`src/rtl/ides_gearbox.sv`:
```
// Parametrised soft deserializer with per-lane bitslip and training FSM.
// Optional IDES_TRAIN_TIMEOUT_EN adds fail_o and a slip-count timeout per lane.
module ides_gearbox #(
  parameter int                RATIO         = 4,
  parameter int                CHANNELS      = 1,
  parameter logic [RATIO-1:0]  TRAIN_PATTERN = 4'b0011,
  parameter int                LOCK_COUNT    = 4
) (
  input  logic                         clk,
  input  logic                         rst_i,
  input  logic [CHANNELS-1:0]          data_i,
  input  logic                         calib_i,
  input  logic                         train_i,
  output logic [CHANNELS*RATIO-1:0]    q_o,
  output logic [CHANNELS-1:0]          q_valid_o,
  output logic [CHANNELS-1:0]          locked_o
`ifdef IDES_TRAIN_TIMEOUT_EN
  ,
  output logic [CHANNELS-1:0]          fail_o
`endif
);

  localparam int PW = $clog2(RATIO);
`ifdef IDES_TRAIN_TIMEOUT_EN
  localparam int SW = $clog2(2*RATIO+1);
`endif

  typedef enum logic [2:0] {S_IDLE, S_SEARCH, S_SETTLE, S_LOCKED, S_FAIL} state_t;

  logic calib_q;
  logic train_q;
  logic calib_rise;
  logic train_rise;

  always_ff @(posedge clk or negedge rst_i) begin
    if (!rst_i) begin
      calib_q <= 1'b0;
      train_q <= 1'b0;
    end else begin
      calib_q <= calib_i;
      train_q <= train_i;
    end
  end

  assign calib_rise = calib_i & ~calib_q;
  assign train_rise = train_i & ~train_q;

  for (genvar g = 0; g < CHANNELS; g++) begin : g_lane
    logic [RATIO-1:0] shreg;
    logic [RATIO-1:0] word;
    logic [RATIO-1:0] q_word;
    logic             q_valid;
    logic [PW-1:0]    phase;
    logic             hold;
    logic             word_done;
    logic             slip;
    logic             fsm_slip;
    logic             locked;
    state_t           state;
    state_t           state_nx;
    logic [7:0]       match_cnt;
    logic [7:0]       match_nx;
    logic             settle_cnt;
    logic             settle_nx;
`ifdef IDES_TRAIN_TIMEOUT_EN
    logic [SW-1:0]    slip_cnt;
    logic [SW-1:0]    slip_nx;
    logic             fail;
`endif

    // Newest bit enters at the MSB so the earliest bit of a word lands in bit 0.
    assign word      = {data_i[g], shreg[RATIO-1:1]};
    assign word_done = (phase == PW'(RATIO-1)) && !hold;
    assign slip      = fsm_slip | (calib_rise & ((state == S_IDLE) || (state == S_LOCKED)));

    // A slip freezes the phase counter on the following cycle only; overlapping requests are dropped.
    always_ff @(posedge clk or negedge rst_i) begin
      if (!rst_i) begin
        shreg   <= '0;
        phase   <= '0;
        hold    <= 1'b0;
        q_word  <= '0;
        q_valid <= 1'b0;
      end else begin
        shreg   <= word;
        hold    <= slip & ~hold;
        q_valid <= word_done;
        if (!hold)
          phase <= word_done ? '0 : phase + 1'b1;
        if (word_done)
          q_word <= word;
      end
    end

    always_ff @(posedge clk or negedge rst_i) begin
      if (!rst_i) begin
        state      <= S_IDLE;
        match_cnt  <= '0;
        settle_cnt <= 1'b0;
`ifdef IDES_TRAIN_TIMEOUT_EN
        slip_cnt   <= '0;
`endif
      end else begin
        state      <= state_nx;
        match_cnt  <= match_nx;
        settle_cnt <= settle_nx;
`ifdef IDES_TRAIN_TIMEOUT_EN
        slip_cnt   <= slip_nx;
`endif
      end
    end

    always_comb begin
      state_nx  = state;
      match_nx  = match_cnt;
      settle_nx = settle_cnt;
`ifdef IDES_TRAIN_TIMEOUT_EN
      slip_nx   = slip_cnt;
`endif
      case (state)
        S_IDLE: begin
          if (train_i) begin
            state_nx = S_SEARCH;
            match_nx = '0;
`ifdef IDES_TRAIN_TIMEOUT_EN
            slip_nx  = '0;
`endif
          end
        end
        S_SEARCH: begin
          if (!train_i) begin
            state_nx = S_IDLE;
          end else if (word_done) begin
            if (word == TRAIN_PATTERN) begin
              match_nx = match_cnt + 8'd1;
              if (match_cnt == 8'(LOCK_COUNT-1))
                state_nx = S_LOCKED;
            end else begin
              match_nx  = '0;
              settle_nx = 1'b0;
              state_nx  = S_SETTLE;
`ifdef IDES_TRAIN_TIMEOUT_EN
              slip_nx   = slip_cnt + 1'b1;
              if (slip_cnt == SW'(2*RATIO-1))
                state_nx = S_FAIL;
`endif
            end
          end
        end
        S_SETTLE: begin
          if (!train_i) begin
            state_nx = S_IDLE;
          end else if (word_done) begin
            settle_nx = ~settle_cnt;
            if (settle_cnt)
              state_nx = S_SEARCH;
          end
        end
        S_LOCKED: begin
          if (train_rise) begin
            state_nx = S_SEARCH;
            match_nx = '0;
`ifdef IDES_TRAIN_TIMEOUT_EN
            slip_nx  = '0;
`endif
          end
        end
`ifdef IDES_TRAIN_TIMEOUT_EN
        S_FAIL: begin
          if (!train_i)
            state_nx = S_IDLE;
        end
`endif
        default: state_nx = S_IDLE;
      endcase
    end

    always_comb begin
      locked   = (state == S_LOCKED);
      fsm_slip = (state == S_SEARCH) && train_i && word_done && (word != TRAIN_PATTERN);
`ifdef IDES_TRAIN_TIMEOUT_EN
      fail     = (state == S_FAIL);
`endif
    end

    assign q_o[g*RATIO +: RATIO] = q_word;
    assign q_valid_o[g]          = q_valid;
    assign locked_o[g]           = locked;
`ifdef IDES_TRAIN_TIMEOUT_EN
    assign fail_o[g]             = fail;
`endif
  end

endmodule

```
`config.mk`:
```
export PLATFORM = sky130hd
export DESIGN_NAME = ides_gearbox
export DESIGN_NICKNAME = d
export VERILOG_FILES = /design/src/rtl/ides_gearbox.sv
export SDC_FILE = /design/constraint.sdc
export NUM_CORES = 1
export LEC_CHECK = 0
export BUFFER_PORTS_ARGS = -buffer_cell sky130_fd_sc_hd__buf_2
export CAP_MARGIN = 10
export CORE_AREA = 2 2 56 53
export CTS_CLUSTER_DIAMETER = 150
export DETAILED_ROUTE_END_ITERATION = 7
export DIE_AREA = 0 0 58 55
export GPL_ROUTABILITY_DRIVEN = 0
export PLACE_DENSITY = 0.77
export SYNTH_ARGS = -nofsm -noshare
export SYNTH_HDL_FRONTEND = slang
export SYNTH_SLANG_ARGS = --single-unit
```
`constraint.sdc`:
```
create_clock -name clk -period 3.51 [get_ports clk]
set_input_delay 0.5265 -clock clk [delete_from_list [all_inputs] [get_ports clk]]
set_output_delay 0.5265 -clock clk [all_outputs]
set_load 0.05 [all_outputs]
```
## Word level (Yosys, flattened, before mapping)

Cells that the tools add are included.

| word-level totals | value |
|---|---|
| register bits after elaboration | 26 |
| input bits | 5 |
| logic and storage cells | 74 |

| operators by class | value |
|---|---|
| $add $sub $neg | 2 |
| eq/ne operators | 18 |
| multiplexer cells | 23 |
| bitwise gates (word level) | 9 |
| reductions and logical operators | 12 |

Operators by type and width:

| cell | number |
|---|---|
| $mux 8 | 5 |
| $mux 3 | 9 |
| $pmux 8 s3 | 1 |
| $ne 2x2->1 const B | 6 |
| $pmux 3 s4 | 1 |
| $reduce_and 6->1 | 2 |
| $ne 3x3->1 const B | 3 |
| $add 8x1->8 const B | 1 |
| $eq 8x2->1 const B | 1 |
| $eq 3x2->1 const B | 2 |
| $mux 1 | 5 |
| $reduce_and 5->1 | 1 |
| $and 1x1->1 | 4 |
| $eq 4x2->1 const B | 1 |
| $logic_and 1x1->1 | 4 |
| $ne 4x2->1 const B | 1 |
| $ne 4x4->1 const B | 1 |
| $not 1->1 | 4 |
| $eq 3x1->1 const B | 1 |
| $logic_not 3->1 | 1 |
| $reduce_bool 3->1 | 1 |
| $add 2x1->2 const B | 1 |
| $eq 2x2->1 const B | 1 |
| $mux 2 | 1 |
| 6 further kinds | 6 |

## Longest topological paths before layout

Gate-level depths: netlist of the first run.

| depth | value |
|---|---|
| word-level depth | 6 |
| depth in mapped cells | 7 |

## Worst setup path after synthesis of the first run

OpenSTA, ideal clock, no wires.

| timing path | value |
|---|---|
| path kind | register to register |
| start | register g_lane[0].state[0] |
| end | register g_lane[0].match_cnt[7] |
| setup time | 69 ps |
| data arrival time | 1906 ps |
| required time | 3441 ps |
| slack | 1535 ps |
| stages on the path, launching flop included | 7 |
| buffers on the path | 1 |
| period minus slack after synthesis | 1975 ps |
| path through | dfrtp_1 > ha_1 > a21boi_1 > o22ai_1 > buf_6 > or4_1 > nand3_1 |

| on the way | value |
|---|---|
| cells in the longest elaborated chain, start to end | 3 |
| elaborated cells on any way between the ends | 10 |

RTL lines:

| what | RTL line | RTL |
|---|---|---|
| from (decl) | 59 | `state_t state;` |
| from (signal assigned) | 104 | `state <= state_nx;` |
| $eq 3x2->1 (*) | - |  |
| via locked_o | 16 | `output logic [CHANNELS-1:0] locked_o` |
| $ne 2x1->1 (no source line) or $reduce_bool 3->1 (tied branches) | - |  |
| $reduce_and 5->1 (no source line) | - |  |
| to (signal assigned) | 105 | `match_cnt <= match_nx;` |
| to (decl) | 61 | `logic [7:0] match_cnt;` |

Mark *: on every way through the listed nets, which the timed path passes. The rest lies on a longest branch.
A chain may end at the register's enable or synchronous reset.

## Worst setup path in the final report of the first run

| timing path | value |
|---|---|
| start | register g_lane[0].state[0] |
| end | register g_lane[0].match_cnt[2] |

| on the way | value |
|---|---|
| cells in the longest elaborated chain, start to end | 3 |
| elaborated cells on any way between the ends | 10 |

RTL lines:

| what | RTL line | RTL |
|---|---|---|
| $eq 3x2->1 (tied with other cells) | 120 | `case (state)` |
| $ne 2x1->1 (no source line) (tied with other cells) | - |  |
| $reduce_and 5->1 (no source line) | - |  |

Parallel ways exist; a longest one is shown, timed or not.

==> impl_metrics.yaml, run 1 <==
status:
  status: "finished, final reports clean"
synthesis:
  synthCells: 114
  synth_edf_count: 0
  synth_flop_cell: "dfrtp_1"
  synth.area.top_cells: "dfrtp_1 (49%), ha_1 (7.1%), mux2_2 (4.6%)"
  ys_warn_count: 0
  synth_area_per_cell_sq_um: 10.84
  synthesis.area_sq_mm: 0.001236
  synth_commonest_cells: "dfrtp_1 (24), o21ai_0 (10), ha_1 (7), nand3_1 (7)"
  synth_async_sr_flop_share_pct: 100.0
  ys_ff_latch: 24
  ys_seq_area_share_pct: 48.58
  synth.distinct_cells: 40
  synth_top_area_share_pct: 48.58
  yosysMostFrequentCell: "dfrtp_1"
  syn_nets: 126
  yosysTopAreaCell: "dfrtp_1"
hold_path:
  hold_path_class: "in -> async"
final_layout:
  syn2layout_area_growth_pct: 7.085
  nNetsFinal: 137
  layout-drive-gt1-share_pct: 17.89
  fillers: 227
  diodes: 0
setup_path:
  r2r_end: "g_lane[0].match_cnt[2]"
  crit_arrival_ns: 2.30
  critPathLaunchType: "register"
  crit_chain: "ha_1 -> and4b_1 -> o22ai_1 -> or2_1 -> o21ai_0"
  path_depth: 5
  crit_required_ns: 3.71
  startpoint: "g_lane[0].state[0]"
  reg2regPathDepth: 5
  crit_type: "reg -> reg"
  end_kind: "register"
  crit_buf_inv: 0
  crit_fanout: 11
  path_delay_family: "compound AO/OA/AOI/OAI gates"
  cpPeakStageDelay_ns: 0.54
  ff2ff_setup_slack_ns: 1.41
  crit_path_top_delay_cell: "o22ai_1"
  crit_path_end: "g_lane[0].match_cnt[2]"
  r2r-start: "g_lane[0].state[0]"
timing:
  fmax_mhz: 475.9
  period_share_pct: 59.86
  hold_slack_ns: 0.1607
  worstMarginPinSlew_ns: 0.6854
  fin_ws_ns: 1.409
  hold_violations: 0
  clock_skew_ns: 0.005442
  finalSetupTns_ns: 0
  relSlewSlack_pct: 54.31
  setup_violations: 0
  maxSlewViolCount: 0
  period_minus_slack_ns: 2.101
  rsz0062_at_grt: "false"
clock_network:
  cts_tree: "yes"
  cts_buffers: 3
  ctsResizeCount: 0
  clock_latency_ns: 0.31
  clockBufferDepth: 2
  cts_root_buf: "clkbuf_4"
  clk_pin_slew_worst_paths_ns: 0.13
  cts.sinks: 24
  htreeDepth: 1
  cts_setup_buffers: 0
  cts_hold_buf: 0
grt:
  grt_pass1_wl_um: 4098
  grt_use_total_pct: 17.30
  grt_pass1_vias: 936
  grt_start_max_net_pins: 25
  antenna_found_initial: 0
  grt_overflow: 0
place:
  portBuffers: 10
  dp_hpwl_um: 1718
  pre_cts_ws_ns: 1.462
die:
  die-area_sq_mm: 0.003190
  rows: 18
  initial_core_util_pct: 47.32
  pin_count: 11
  core_area_sq_mm: 0.002613
  die_w_um: 58
  fp.dieH_um: 55
routing:
  vias: 925
  wl_per_cell_um: 15.36
  drt_iter0_markers: 21
  detail-route-antenna-nets: 0
  drc: 0
  routed_wirelength_um: 2350
  viasPerCell: 6.046
  drtPass1Iterations: 4
pwr:
  ir_drop_v: 0.0006535
  power.density_mw_per_mm2: 762.4
  p_leak_nw: 0.6037
flow_run:
  drv_cap: 0
==> where the power goes <==
part | internal, mW | total (mW) | switching (mW) | leakage (nW)
sequential | 0.341 | 0.394 | 0.0532 | 0.307
clock | 0.0401 | 0.120 | 0.0798 | 0.0138
combinational | 0.174 | 0.495 | 0.320 | 0.283
total | 0.556 | 1.01 | 0.453 | 0.604
==> layout make-up <==
cell class                 count  area [sq um]  area share [%]
clock buffer                   3         22.52           1.701
timing repair buffer          10         50.05           3.781
sequential                    24         600.6           45.37
tap                           30         37.54           2.836
inverter                       5         18.77           1.418
multi-input combinational     81         594.3           44.90
==> metrics by stage <==
stage	utilization (%)	std cells	area, sq um	total power [mW]
6_report	50.67	153	1324	1.009
2_1_floorplan	-	114	1236	0.7994
5_1_grt	50.67	153	1324	1.081
3_3_place_gp	49.81	150	1301	0.8648
4_1_cts	50.67	153	1324	1.015
3_5_place_dp	49.81	150	1301	0.8915
==> per-layer routing <==
layer | track usage [%] | vias up | routed length, um
li1 | - | 450 | -
met1 | 20.12 | 443 | 1057
met2 | 31.06 | 30 | 1139
met3 | 3.023 | 2 | 132
met4 | 9.302 | 0 | 20
met5 | 0 | - | 0
==> registers in the layout, indices dropped and copies added, names as in the netlist <==
| signal | count |
|---|---|
| g_lane.match_cnt | 8 |
| q_o | 4 |
| g_lane.shreg | 3 |
| g_lane.phase | 2 |
| g_lane.state | 2 |
| calib_q | 1 |
| g_lane.hold | 1 |
| g_lane.settle_cnt | 1 |
| q_valid_o | 1 |
| train_q | 1 |
==> how the worst min path moves through the flow <==
stage / startpoint / to / slack, ns / cells past startpoint
floorplan: rst_i / calib_q / 0.23 / 0
global placement: g_lane[0].shreg[3] / g_lane[0].shreg[2] / 0.40 / 0
detailed placement: g_lane[0].shreg[3] / g_lane[0].shreg[2] / 0.40 / 0
CTS: rst_i / g_lane[0].phase[1] / 0.17 / 1
global route: rst_i / g_lane[0].phase[1] / 0.20 / 1
finish: rst_i / g_lane[0].phase[1] / 0.16 / 1
==> layout by cell type (no fill, tap or decap), drive strengths merged, types with 2 or more instances in the layout <==
| cell type | synthesis | layout |
|---|---|---|
| a21oi | 2 | 2 |
| a311oi | 2 | 2 |
| and2 | 2 | 2 |
| and3 | 2 | 2 |
| and3b | 2 | 2 |
| buf | 1 | 10 |
| clkbuf | 3 | 3 |
| dfrtp | 24 | 24 |
| ha | 7 | 7 |
| inv | 5 | 5 |
| mux2 | 5 | 5 |
| nand2 | 5 | 5 |
| nand2b | 2 | 2 |
| nand3 | 7 | 7 |
| nand4 | 2 | 2 |
| nor2 | 3 | 3 |
| nor3 | 5 | 5 |
| o21ai | 10 | 10 |
| o22ai | 2 | 2 |
| o31ai | 4 | 4 |
| or4 | 2 | 2 |
==> cells by family after synthesis <==
logic type                 Yosys count  synth area share, %
AOI/OAI and AO/OA                   30                17.01
DFF                                 24                48.58
buffers and inverters                9                3.340
adders and majority gates            7                7.085
muxes                                5                4.554
and+or+nand+nor                     39                19.43
(Power assumes the default switching activity.)
==> run 2, diff against run 1 <==
PLACE_DENSITY = 0.8   (was 0.77)
clock period = 1.69 ns   (was 3.51 ns; I/O delays follow)
==> run 2 against run 1 <==
  * Count of clock-buffer cells in the layout rose by 1
  * Final area rose by 13%
  * Non-clock buffer count rose by 11
  * Final cell count rose by 7.8%
  * Via count rose by 8.3%
  * Core utilization rose by 6.4 points
  * Register-to-register slack got worse by 1.4 ns
  * Hold slack got worse by 0.097 ns
  * Wire length rose by 14%
  * Setup slack got worse by 1.4 ns
  * Critical path depth rose by 1
  * Critical endpoint is now g_lane[0].match_cnt[7]
==> impl_metrics.yaml, run 2 (synthesized netlist as in run 1, its figures left out) <==
timing:
  period_minus_slack_ns: 1.663
  fmax_mhz: 601.2
  hold_violations: 0
  rsz0062_at_grt: "true"
  finalSetupTns_ns: 0
  clock_skew_ns: 0.003824
  setup_violations: 0
  period_share_pct: 98.42
  fin_ws_ns: 0.02666
  worstMarginPinSlew_ns: 0.5283
  relSlewSlack_pct: 64.78
  maxSlewViolCount: 0
grt:
  grt_pass1_wl_um: 4540
  grt_overflow: 0
  antenna_found_initial: 0
  grt_use_total_pct: 19.26
  grt_start_max_net_pins: 25
  grt_pass1_vias: 1015
place:
  pre_cts_ws_ns: -0.01958
  dpl_cell_area_sq_mm: 0.001403
  portBuffers: 10
  numPlacedInstances: 157
  dp_hpwl_um: 1903
final_layout:
  fin_area_sq_mm: 0.001490
  layout-drive-gt1-share_pct: 34.07
  largest_register_ffs: 8
  syn2layout_area_growth_pct: 20.55
  nNetsFinal: 148
  mostFrequentLayoutCell: "dfrtp_1"
  regMostFlops: "g_lane.match_cnt"
  diodes: 0
  mostFrequentLayoutCells: "dfrtp_1 (22), o21ai_0 (10), buf_2 (10), buf_4 (9), nand3_1 (7)"
  stdcell_count: 165
die:
  rows: 18
  die-area_sq_mm: 0.003190
  initial_core_util_pct: 47.32
  pin_count: 11
  fp.dieH_um: 55
  die_w_um: 58
  core_area_sq_mm: 0.002613
routing:
  wl_per_cell_um: 16.25
  routed_wirelength_um: 2682
  drt_iter0_markers: 30
  drc: 0
  vias: 1002
  drtPass1Iterations: 4
  detail-route-antenna-nets: 0
  viasPerCell: 6.073
hold_path:
  min_path_cells: 1
  min_to: "calib_q"
  hold_path_class: "in -> reg"
  worstHoldStart: "calib_i"
clock_network:
  cts_buffers: 3
  cts_root_buf: "clkbuf_4"
  clockBufferDepth: 2
  clk_pin_slew_worst_paths_ns: 0.13
  clock_latency_ns: 0.31
  cts_tree: "yes"
  cts.sinks: 24
  htreeDepth: 1
setup_path:
  r2r-start: "g_lane[0].state[1]"
  crit_arrival_ns: 1.92
  reg2regPathDepth: 6
  r2r_end: "g_lane[0].match_cnt[7]"
  crit_fanout: 4
  crit_type: "reg -> reg"
  crit_required_ns: 1.95
  critPathLaunchType: "register"
  end_kind: "register"
  ff2ff_setup_slack_ns: 0.03
pwr:
  finalPower_mw: 2.397
  power.density_mw_per_mm2: 1609
  p_leak_nw: 0.6658
  ir_drop_v: 0.001368
status:
  status: "finished, final reports clean"
flow_run:
  drv_cap: 0
-- run 2: power breakdown --
group          internal, mW  switching [mW]  total (mW)  leakage, nW
combinational         0.550           0.753        1.30        0.347
clock                0.0922           0.172       0.264       0.0150
sequential            0.713           0.116       0.829        0.304
-- run 2: final cells by class --
type                       count  area (sq um)
fill                         223          1122
sequential                    24         603.1
tap                           30         37.54
multi-input combinational     81         656.9
inverter                       5         18.77
clock buffer                   4         26.28
timing repair buffer          21         147.6
-- run 2: worst max-delay path by stage --
stage | start | slack (ns) | to | cells after the start
global route | g_lane[0].state[0] | -0.05 | g_lane[0].state[0] | 8
detailed placement | g_lane[0].state[1] | -0.02 | g_lane[0].match_cnt[5] | 6
floorplan | g_lane[0].state[1] | 0.004 | g_lane[0].match_cnt[7] | 7
global placement | g_lane[0].state[1] | 0.04 | g_lane[0].match_cnt[5] | 6
finish | g_lane[0].state[1] | 0.03 | g_lane[0].match_cnt[7] | 6
CTS | g_lane[0].state[1] | 0.002 | g_lane[0].match_cnt[7] | 6
-- run 2: per-stage QoR --
| step | util, % | hold slack [ns] |
|---|---|---|
| 5_1_grt | 57.04 | 0.03417 |
| 4_1_cts | 55.51 | 0.04840 |
| 6_report | 57.04 | 0.06371 |
| 2_1_floorplan | - | -0.04209 |
| 3_5_place_dp | 53.69 | 0.2702 |
| 3_3_place_gp | 53.69 | 0.2594 |
-- run 2: critical path, cell delays in order (launching register included) --
cell	delay (ns)
dfrtp_2	0.45
buf_12	0.13
ha_4	0.16
nor2_1	0.15
o22ai_2	0.13
or4_1	0.49
nand3_1	0.09
-- run 2: layer usage --
| layer | global-route usage (%) | wire (um) | share of wire, % |
|---|---|---|---|
| met1 | 23.56 | 1208 | 45 |
| met2 | 35.23 | 1371 | 51 |
| met3 | 2.791 | 86 | 3.2 |
| met4 | 6.977 | 15 | 0.56 |
| met5 | 0 | 0 | 0 |
-- run 2: timing repair --
action | in CTS | in global routing
resized for setup | 2 | 4
hold buffers | 1 | 0
endpoints found under the hold margin | 24 | 0
endpoints found under the setup margin | 3 | 6
setup buffers | 1 | 2
==> run 3, diff against run 2 <==
==> constraint.sdc (replaced) <==
create_clock -name clk -period 1.69 [get_ports clk]
set_input_delay 0.0845 -clock clk [delete_from_list [all_inputs] [get_ports clk]]
set_output_delay 0.0845 -clock clk [all_outputs]
set_load 0.05 [all_outputs]
==> run 3 against run 2 <==
  * Combinational power barely moved
  * Non-clock buffer count rose by 3
  * Core utilization rose by 1.1 points
  * Hold slack improved by 0.19 ns
  * Power rose by 0.70%
  * Final cell count rose by 1.8%
  * Critical path depth did not move
  * Via count rose by 0.50%
  * Register-to-register slack barely moved
  * Critical endpoint unchanged
==> impl_metrics.yaml, run 3 (synthesized netlist as in run 1, its figures left out) <==
status:
  status: "finished, final reports clean"
pwr:
  power.density_mw_per_mm2: 1588
  p_leak_nw: 0.6783
  ir_drop_v: 0.001381
timing:
  worstMarginPinSlew_ns: 0.5266
  clock_skew_ns: 0.004070
  period_minus_slack_ns: 1.678
  setup_violations: 0
  hold_violations: 0
  hold_slack_ns: 0.2582
  relSlewSlack_pct: 64.89
  fin_ws_ns: 0.01216
  period_share_pct: 99.28
  maxSlewViolCount: 0
  fmax_mhz: 596.0
  rsz0062_at_grt: "true"
  finalSetupTns_ns: 0
final_layout:
  diodes: 0
  largest_register_ffs: 8
  regMostFlops: "g_lane.match_cnt"
  layout-drive-gt1-share_pct: 33.33
  mostFrequentLayoutCells: "dfrtp_1 (22), o21ai_0 (10), buf_2 (10), buf_4 (9), nand3_1 (7)"
  syn2layout_area_growth_pct: 22.98
  fillers: 217
  multi_input_area_sq_um: 656.9
  fin_area_sq_mm: 0.001520
  mostFrequentLayoutCell: "dfrtp_1"
  nNetsFinal: 151
  regArea_sq_um: 603.1
  post-route-util_pct: 58.19
routing:
  vias: 1007
  viasPerCell: 5.994
  drc: 0
  drtPass1Iterations: 4
  wl_per_cell_um: 16.46
  detail-route-antenna-nets: 0
  routed_wirelength_um: 2766
  drt_iter0_markers: 25
die:
  die_w_um: 58
  rows: 18
  fp.dieH_um: 55
  die-area_sq_mm: 0.003190
  initial_core_util_pct: 47.32
  pin_count: 11
  core_area_sq_mm: 0.002613
setup_path:
  crit_arrival_ns: 1.94
  ff2ff_setup_slack_ns: 0.01
  crit_required_ns: 1.95
  crit_chain: "buf_12 -> ha_4 -> nor2_1 -> o22ai_2 -> or4_1 -> nand3_1"
  r2r-start: "g_lane[0].state[1]"
  crit_buf_inv: 1
  r2r_end: "g_lane[0].match_cnt[7]"
  critPathLaunchType: "register"
  end_kind: "register"
  crit_type: "reg -> reg"
  crit_path_top_delay_cell: "or4_1"
  cpPeakStageDelay_ns: 0.49
  reg2regPathDepth: 6
  crit_fanout: 4
  path_delay_family: "simple AND/OR/NAND/NOR gates"
grt:
  grt_pass1_vias: 1029
  grt_overflow: 0
  antenna_found_initial: 0
  grt_use_total_pct: 19.67
  grt_pass1_wl_um: 4636
  grt_start_max_net_pins: 25
clock_network:
  cts.sinks: 24
  clockBufferDepth: 2
  cts_root_buf: "clkbuf_4"
  clk_pin_slew_worst_paths_ns: 0.14
  cts_buffers: 3
  htreeDepth: 1
  cts_tree: "yes"
  clock_latency_ns: 0.32
flow_run:
  drv_cap: 0
place:
  pre_cts_ws_ns: -0.01958
  dp_hpwl_um: 1903
  dpl_cell_area_sq_mm: 0.001403
  portBuffers: 10
hold_path:
  hold_path_class: "in -> async"
run 3: routing by layer:
layer  vias up  routed length, um  global-route usage [%]
met3         4                 54                   2.791
met5         -                  0                       0
met2        21               1374                   35.42
met1       505               1300                   24.15
met4         0                 36                   8.140
li1        477                  -                       -
run 3: final cells by class:
type | instances | area share, %
Timing Repair Buffer | 24 | 11.69
Clock buffer | 4 | 1.728
Tap cell | 30 | 2.469
Multi-Input combinational cell | 81 | 43.21
Sequential cell | 24 | 39.67
Inverter | 5 | 1.235
run 3: timing repair:
action                                  in CTS  in global routing
gates resized for setup                      2                  4
pin swaps                                    0                  0
hold endpoints to repair                    27                  0
hold buffers                                 4                  0
endpoints found under the setup margin       3                  5
buffers inserted                             1                  2
run 3: worst max-delay path by stage:
stage	end	slack, ns	startpoint	cells past startpoint
5_1_grt	g_lane[0].state[0]	-0.05	g_lane[0].state[0]	8
2_1_floorplan	g_lane[0].match_cnt[7]	0.004	g_lane[0].state[1]	7
3_5_place_dp	g_lane[0].match_cnt[5]	-0.02	g_lane[0].state[1]	6
6_report	g_lane[0].match_cnt[7]	0.01	g_lane[0].state[1]	6
4_1_cts	g_lane[0].match_cnt[7]	0.002	g_lane[0].state[1]	6
3_3_place_gp	g_lane[0].match_cnt[5]	0.04	g_lane[0].state[1]	6
run 3: per-stage QoR:
| stage | cells | total power, mW |
|---|---|---|
| floorplan | 114 | 1.754 |
| global placement | 157 | 1.957 |
| detailed placement | 157 | 2.024 |
| CTS | 166 | 2.320 |
| global route | 168 | 2.564 |
| finish | 168 | 2.414 |
run 3: where the power goes:
| part | leakage [nW] | switching (mW) | internal [mW] | total (mW) |
|---|---|---|---|---|
| clock | 0.0150 | 0.178 | 0.0923 | 0.270 |
| combinational | 0.359 | 0.757 | 0.556 | 1.31 |
| sequential | 0.304 | 0.118 | 0.713 | 0.831 |
